[config.mk]
export PLATFORM = sky130hd
export DESIGN_NAME = id_regfile_sb_flat
export DESIGN_NICKNAME = d
export VERILOG_FILES = /design/src/rtl/id_regfile_sb_pkg.sv /design/src/rtl/id_regfile_sb_if.sv /design/src/rtl/id_regfile_sb_counter.sv /design/src/rtl/id_regfile_sb.sv /design/src/flat_wrapper.sv
export SDC_FILE = /design/constraint.sdc
export NUM_CORES = 2
export LEC_CHECK = 0
export ABC_AREA = 0
export BUFFER_PORTS_ARGS = -buffer_cell sky130_fd_sc_hd__buf_4
export CAP_MARGIN = 20
export CORE_MARGIN = 2
export CORE_UTILIZATION = 45
export CTS_CLUSTER_SIZE = 8
export DETAILED_ROUTE_END_ITERATION = 10
export SETUP_SLACK_MARGIN = 0.05
export SYNTH_ARGS = -nofsm -noshare
export SYNTH_HDL_FRONTEND = slang
export SYNTH_SLANG_ARGS = --single-unit
[constraint.sdc]
create_clock -name clk -period 94.5 [get_ports clk]
set_input_delay 4.725 -clock clk [delete_from_list [all_inputs] [get_ports clk]]
set_output_delay 4.725 -clock clk [all_outputs]
set_load 0.02 [all_outputs]
[src/rtl/id_regfile_sb_pkg.sv]
// Shared constants and helpers for the ID-stage register file and its write scoreboard.
// Sizes cover 32 architectural registers, 32-bit data and up to three writes in flight.
package id_regfile_sb_pkg;

   localparam int NREG     = 32;
   localparam int DW       = 32;
   localparam int CW       = 2;
   localparam int AW       = 5;
   localparam int PEND_MAX = (1 << CW) - 1;

   localparam logic [AW-1:0] R0 = '0;

   // An event only counts for a register when enabled and aimed at a real (non-r0) target.
   function automatic logic addr_hit(input logic en, input logic [AW-1:0] a,
                                     input logic [AW-1:0] b);
      return en && (a == b) && (a != R0);
   endfunction

endpackage

[src/rtl/id_regfile_sb_if.sv]
// Bundle between the ID/EX/WB pipeline control and the register file with scoreboard.
// The master side is the pipeline; the slave side is id_regfile_sb.
interface id_regfile_sb_if;
   import id_regfile_sb_pkg::*;

   logic [AW-1:0] rs;
   logic [AW-1:0] rt;
   logic          rs_used;
   logic          rt_used;
   logic [DW-1:0] rdata_a;
   logic [DW-1:0] rdata_b;
   logic          id_issue;
   logic          id_wreg;
   logic [AW-1:0] id_destR;
   logic          ex_flush;
   logic          ex_wreg;
   logic [AW-1:0] ex_destR;
   logic          wb_wreg;
   logic [AW-1:0] wb_destR;
   logic [DW-1:0] wb_dest;
   logic          id_stall;
   logic [AW-1:0] dbg_addr;
   logic [DW-1:0] dbg_data;
   logic          sb_err;

   modport master (
      output rs, rt, rs_used, rt_used,
      output id_issue, id_wreg, id_destR,
      output ex_flush, ex_wreg, ex_destR,
      output wb_wreg, wb_destR, wb_dest,
      output dbg_addr,
      input  rdata_a, rdata_b, id_stall, dbg_data, sb_err
   );

   modport slave (
      input  rs, rt, rs_used, rt_used,
      input  id_issue, id_wreg, id_destR,
      input  ex_flush, ex_wreg, ex_destR,
      input  wb_wreg, wb_destR, wb_dest,
      input  dbg_addr,
      output rdata_a, rdata_b, id_stall, dbg_data, sb_err
   );

endinterface

[src/rtl/id_regfile_sb_counter.sv]
// Per-register pending-write counter: +1 on issue, -1 on retire, -1 on EX flush.
// Results outside 0..PEND_MAX are clamped and latch a sticky error until reset.
module sb_counter
   import id_regfile_sb_pkg::*;
(
   input  logic          clk,
   input  logic          rst,
   input  logic          inc,
   input  logic          dec_ret,
   input  logic          dec_flush,
   output logic [CW-1:0] cnt,
   output logic          err
);

   logic signed [CW+1:0] sum;
   logic [CW-1:0]        cnt_next;
   logic                 range_err;

   // Returns {clamped count, out-of-range flag}; the raw sum spans -2..PEND_MAX+1.
   function automatic logic [CW:0] sat_clamp(input logic signed [CW+1:0] s);
      logic signed [CW+1:0] hi;
      hi = (CW+2)'(PEND_MAX);
      if (s > hi)
         return {CW'(PEND_MAX), 1'b1};
      else if (s < 0)
         return {{CW{1'b0}}, 1'b1};
      else
         return {s[CW-1:0], 1'b0};
   endfunction

   always_comb begin
      sum = $signed({2'b00, cnt})
          + $signed({{(CW+1){1'b0}}, inc})
          - $signed({{(CW+1){1'b0}}, dec_ret})
          - $signed({{(CW+1){1'b0}}, dec_flush});
      {cnt_next, range_err} = sat_clamp(sum);
   end

   always_ff @(posedge clk or posedge rst) begin
      if (rst) begin
         cnt <= '0;
         err <= 1'b0;
      end else begin
         cnt <= cnt_next;
         err <= err | range_err;
      end
   end

endmodule

[src/rtl/id_regfile_sb.sv]
// ID-stage register file with same-cycle WB write-through and a stall-only RAW scoreboard.
// Array contents and pending counts are cleared asynchronously by rst.
module id_regfile_sb
   import id_regfile_sb_pkg::*;
(
   input  logic           clk,
   input  logic           rst,
   id_regfile_sb_if.slave bus
);

   logic [DW-1:0]   regs [NREG];
   logic [CW-1:0]   pend [NREG];
   logic [NREG-1:0] err_vec;
   logic            iss;
   logic            ret;
   logic            fl;
   logic            stall;

   function automatic logic [DW-1:0] read_port(input logic [AW-1:0] a);
      if (a == R0)
         return '0;
      else if (ret && bus.wb_destR == a)
         return bus.wb_dest;
      else
         return regs[a];
   endfunction

   // A lone outstanding write that retires this cycle is served by the bypass, so it is not a hazard.
   function automatic logic hazard(input logic used, input logic [AW-1:0] a);
      logic [CW-1:0] floor_cnt;
      floor_cnt = (ret && bus.wb_destR == a) ? CW'(1) : '0;
      return used && (a != R0) && (pend[a] > floor_cnt);
   endfunction

   always_comb begin
      stall = hazard(bus.rs_used, bus.rs) | hazard(bus.rt_used, bus.rt);
      iss   = bus.id_issue && !stall && bus.id_wreg && (bus.id_destR != R0);
      ret   = bus.wb_wreg && (bus.wb_destR != R0);
      fl    = bus.ex_flush && bus.ex_wreg && (bus.ex_destR != R0);
   end

   assign bus.id_stall = stall;
   assign bus.rdata_a  = read_port(bus.rs);
   assign bus.rdata_b  = read_port(bus.rt);
   assign bus.dbg_data = (bus.dbg_addr == R0) ? '0 : regs[bus.dbg_addr];
   assign bus.sb_err   = |err_vec;

   always_ff @(posedge clk or posedge rst) begin
      if (rst) begin
         for (int i = 0; i < NREG; i++)
            regs[i] <= '0;
      end else if (ret) begin
         regs[bus.wb_destR] <= bus.wb_dest;
      end
   end

   assign pend[0]    = '0;
   assign err_vec[0] = 1'b0;

   for (genvar g = 1; g < NREG; g++) begin : g_pend
      localparam logic [AW-1:0] IDX = AW'(g);

      sb_counter u_cnt (
         .clk       (clk),
         .rst       (rst),
         .inc       (addr_hit(iss, bus.id_destR, IDX)),
         .dec_ret   (addr_hit(ret, bus.wb_destR, IDX)),
         .dec_flush (addr_hit(fl,  bus.ex_destR, IDX)),
         .cnt       (pend[g]),
         .err       (err_vec[g])
      );
   end

endmodule

[src/flat_wrapper.sv]
// flat-port wrapper written by rule: the top's interface ports become plain ports
module id_regfile_sb_flat import id_regfile_sb_pkg::*;
  (clk, rst, bus_rs, bus_rt, bus_rs_used, bus_rt_used, bus_id_issue, bus_id_wreg, bus_id_destR, bus_ex_flush, bus_ex_wreg, bus_ex_destR, bus_wb_wreg, bus_wb_destR, bus_wb_dest, bus_dbg_addr, bus_rdata_a, bus_rdata_b, bus_id_stall, bus_dbg_data, bus_sb_err);
  id_regfile_sb_if bus_i ();
  input  logic clk;
  input  logic rst;
  input wire logic [$bits(bus_i.rs)-1:0] bus_rs;
  input wire logic [$bits(bus_i.rt)-1:0] bus_rt;
  input wire logic [$bits(bus_i.rs_used)-1:0] bus_rs_used;
  input wire logic [$bits(bus_i.rt_used)-1:0] bus_rt_used;
  input wire logic [$bits(bus_i.id_issue)-1:0] bus_id_issue;
  input wire logic [$bits(bus_i.id_wreg)-1:0] bus_id_wreg;
  input wire logic [$bits(bus_i.id_destR)-1:0] bus_id_destR;
  input wire logic [$bits(bus_i.ex_flush)-1:0] bus_ex_flush;
  input wire logic [$bits(bus_i.ex_wreg)-1:0] bus_ex_wreg;
  input wire logic [$bits(bus_i.ex_destR)-1:0] bus_ex_destR;
  input wire logic [$bits(bus_i.wb_wreg)-1:0] bus_wb_wreg;
  input wire logic [$bits(bus_i.wb_destR)-1:0] bus_wb_destR;
  input wire logic [$bits(bus_i.wb_dest)-1:0] bus_wb_dest;
  input wire logic [$bits(bus_i.dbg_addr)-1:0] bus_dbg_addr;
  output wire logic [$bits(bus_i.rdata_a)-1:0] bus_rdata_a;
  output wire logic [$bits(bus_i.rdata_b)-1:0] bus_rdata_b;
  output wire logic [$bits(bus_i.id_stall)-1:0] bus_id_stall;
  output wire logic [$bits(bus_i.dbg_data)-1:0] bus_dbg_data;
  output wire logic [$bits(bus_i.sb_err)-1:0] bus_sb_err;
  assign bus_i.rs = bus_rs;
  assign bus_i.rt = bus_rt;
  assign bus_i.rs_used = bus_rs_used;
  assign bus_i.rt_used = bus_rt_used;
  assign bus_i.id_issue = bus_id_issue;
  assign bus_i.id_wreg = bus_id_wreg;
  assign bus_i.id_destR = bus_id_destR;
  assign bus_i.ex_flush = bus_ex_flush;
  assign bus_i.ex_wreg = bus_ex_wreg;
  assign bus_i.ex_destR = bus_ex_destR;
  assign bus_i.wb_wreg = bus_wb_wreg;
  assign bus_i.wb_destR = bus_wb_destR;
  assign bus_i.wb_dest = bus_wb_dest;
  assign bus_i.dbg_addr = bus_dbg_addr;
  assign bus_rdata_a = bus_i.rdata_a;
  assign bus_rdata_b = bus_i.rdata_b;
  assign bus_id_stall = bus_i.id_stall;
  assign bus_dbg_data = bus_i.dbg_data;
  assign bus_sb_err = bus_i.sb_err;
  id_regfile_sb u_core (.clk(clk), .rst(rst), .bus(bus_i));
endmodule
==> flow_summary.yaml <==
sta:
  period_share_pct: 15.1
  whs_ns: 0.410
  skew_ns: 0.0217
  worst_slew_pin_slew_ns: 1.20
  setup_violations: 0
  fmax_mhz: 70.2
  period_minus_slack_ns: 14.24
  rsz0062_at_grt: "no"
  report.final.hold_viol_count: 0
  drv_slew: 0
  slew_headroom_pct: 19.9
  fin_setup_tns_ns: 0
clocking:
  postCtsHoldBufs: 0
  cts_buffer_depth: 3
  cts_htree_levels: 4
  clock-sinks: 1117
  cts_setup_buffers: 0
  cts_buffers: 158
  cts_tree: "done"
  root_buffer: "clkbuf_16"
  insertion_delay_ns: 0.80
  clkSlewWorstSetupHoldPaths_ns: 0.05
  cts_resized: 0
synth:
  yosys.area.top_type_share_pct: 39.2
  yosysWarnings: 0
  avgSynthCellArea_um2: 12.7
  synth_edf_count: 0
  synthArstFlopShare_pct: 100
  synth_fa_ha_area_share_pct: 3.38
  yosys-mux-area-fraction_pct: 39.2
  yosysMostFrequentCell: "dfrtp_1"
  synth_largest_area_cell: "dfrtp_1"
  synth_common_cells: "dfrtp_1, nand2_1, mux2_2"
  synthXorXnorAreaFrac_pct: 0.135
  synth_top_family_by_area: "multiplexers"
  syn-cell-area_um2: 71300
  synthCells: 5613
  yosysUniqueCellTypes: 71
  synth_compound_area_share_pct: 5.91
  synthTopCellsByArea: "dfrtp_1, mux4_2, mux2_2, nand2_1, mux2i_1"
  synthFlopType: "dfrtp_1"
  synth_nets: 5840
  ys_seq_area_share_pct: 39.2
  synthSimpleGateAreaFrac_pct: 7.58
  ys_seq_elements: 1117
worst_setup_path:
  critPathLaunch: "bus_rs[1]"
  worstPathRequired_ns: 89.77
  ff2ff_setup_slack_ns: 89.64
  arrival_ns: 9.52
  r2r_end: "u_core.g_pend[26].u_cnt.err"
  cp_max_fo: 60
  cp-end-kind: "output pin"
  worstSetupPathType: "in -> out"
  start_kind: "input pin"
  r2r-start: "u_core.g_pend[4].u_cnt.cnt[0]"
  cp-endpoint: "bus_rdata_a[17]"
  ff2ff_path_depth: 17
run_status:
  status: "finished, final reports clean"
floorplan:
  initial_core_util_pct: 45.2
  row_count: 146
  io_pins: 169
  core_um2: 158000
  die_h_um: 402
  die_w_um: 402
  die_area_um2: 162000
drt:
  drtPass1Iterations: 6
  post-route-drc-count: 0
  first_iter_violations: 6831
  drt_wl_total_um: 263000
  dr_total_vias: 52231
  wl_per_cell_um: 34.6
  via_per_inst: 6.87
  ant_nets: 0
cells_and_area:
  drive_gt1_share_pct: 37.5
  layout.nets: 5733
  final_core_util_pct: 49.6
  fin_cells: 7604
  fillers: 13670
  areaGrowthSynthToFinish_pct: 9.85
  final_area_um2: 78400
global_route:
  grt_usage_pct: 32.5
  grt_overflow_total: 0
  antenna_found_initial: 6
  grt_max_degree: 171
  grt_pass1_vias: 52108
  grt_pass1_wl_um: 379000
power:
  cellPowerDensity_nw_per_um2: 20.9
  leakage_uw: 0.0343
  ir_worst_vdd_uv: 16.2
place:
  dp.cells: 7415
  dpl.hpwl_um: 148000
  dpl_cell_area_um2: 74000
  gp_congestion: 0.845
  portBuffers: 168
min_path:
  holdCritPathClass: "reg -> reg"
job:
  maxCapViolCount: 0
-- registers in the layout, summed over array words and instances (netlist names) --
register / count
u_core.g_pend.u_cnt.err: 31
u_core.g_pend.u_cnt.cnt: 62
u_core.regs: 1024
-- final cells by class --
cell class | instances | area [um2] | area share [%]
Antenna cell | 4 | 10.0 | 0.0128
Clock buffer | 172 | 4130 | 5.27
Clock inverter | 10 | 154 | 0.196
Inverter | 189 | 717 | 0.915
Multi-Input combinational cell | 3742 | 40400 | 51.6
Sequential cell | 1117 | 28000 | 35.7
Tap cell | 2072 | 2590 | 3.31
Timing Repair Buffer | 298 | 2380 | 3.04
-- worst max-delay path, cell delays in order --
cell      delay, ns
buf_8          0.33
buf_4          0.80
buf_4          0.84
buf_4          0.90
mux4_2         0.59
nor2b_1        0.15
a211oi_1       0.26
a21oi_1        0.06
a221o_1        0.43
buf_4          0.19
-- worst min path at each step --
stage / depth (start not counted) / start / to
2_1_floorplan: 1 / u_core.g_pend[8].u_cnt.err / u_core.g_pend[8].u_cnt.err
4_1_cts: 0 / u_core.regs[1022] / u_core.regs[1022]
6_report: 0 / u_core.regs[1022] / u_core.regs[1022]
3_5_place_dp: 0 / u_core.regs[1022] / u_core.regs[1022]
3_3_place_gp: 0 / u_core.regs[1022] / u_core.regs[1022]
5_1_grt: 0 / u_core.regs[1022] / u_core.regs[1022]
-- layout by cell type (no fill, tap or decap), types with 11 or more instances in the layout --
cell       netlist  routed
dfrtp_1       1117    1117
nand2_1        806     790
mux2_2         778     778
mux4_2         738     738
buf_4           32     274
mux2i_1        222     222
inv_1          188     180
clkbuf_16        0     163
a22oi_1        124     124
nor2_1         132     113
nor2b_1        103      98
ha_1            95      95
a21oi_1         87      87
nor3_1          70      68
fa_1            61      61
a211oi_1        56      56
a221o_1         54      54
o21ai_0         47      47
a221oi_1        39      39
a31oi_1         31      31
o221ai_1        28      28
nand2b_1        28      28
o22ai_1         25      25
nand3_1         23      23
nor2_4           0      20
a21o_1          18      18
a2111oi_0       23      17
nor4_1          17      17
or2_2           16      16
a22o_1          12      12
mux4_1          12      12
xnor2_1         11      11
-- logic make-up after synthesis --
| kind of cell | count (synthesis) |
|---|---|
| mux | 1751 |
| buf+inv | 754 |
| simple gates | 1248 |
| flops | 1117 |
| xor+xnor | 11 |
| fa+ha+maj | 156 |
| compound gates | 576 |
-- stage by stage --
step,setup slack (ns),total power (uW)
final,80.26,1640
after global routing,80.23,1710
after CTS,80.33,1640
after detailed placement,80.32,1110
after global placement,80.01,1100
after floorplan,58.32,981
-- power breakdown --
group | switching [uW] | leakage (uW) | internal (uW) | total (uW)
logic | 191 | 0.0179 | 235 | 426
registers | 105 | 0.0143 | 581 | 686
clock network | 219 | 0.00210 | 305 | 524
-- routing by layer --
layer	share of wire (%)	routed length [um]	global-route usage, %	up-vias
met1	39	101000	43.2	27605
met3	10	26900	8.12	758
met2	46	120000	49.8	3070
met5	0.0027	7	0	-
li1	-	-	-	20796
met4	5.5	14400	15.9	2
(Power assumes the default switching activity.)
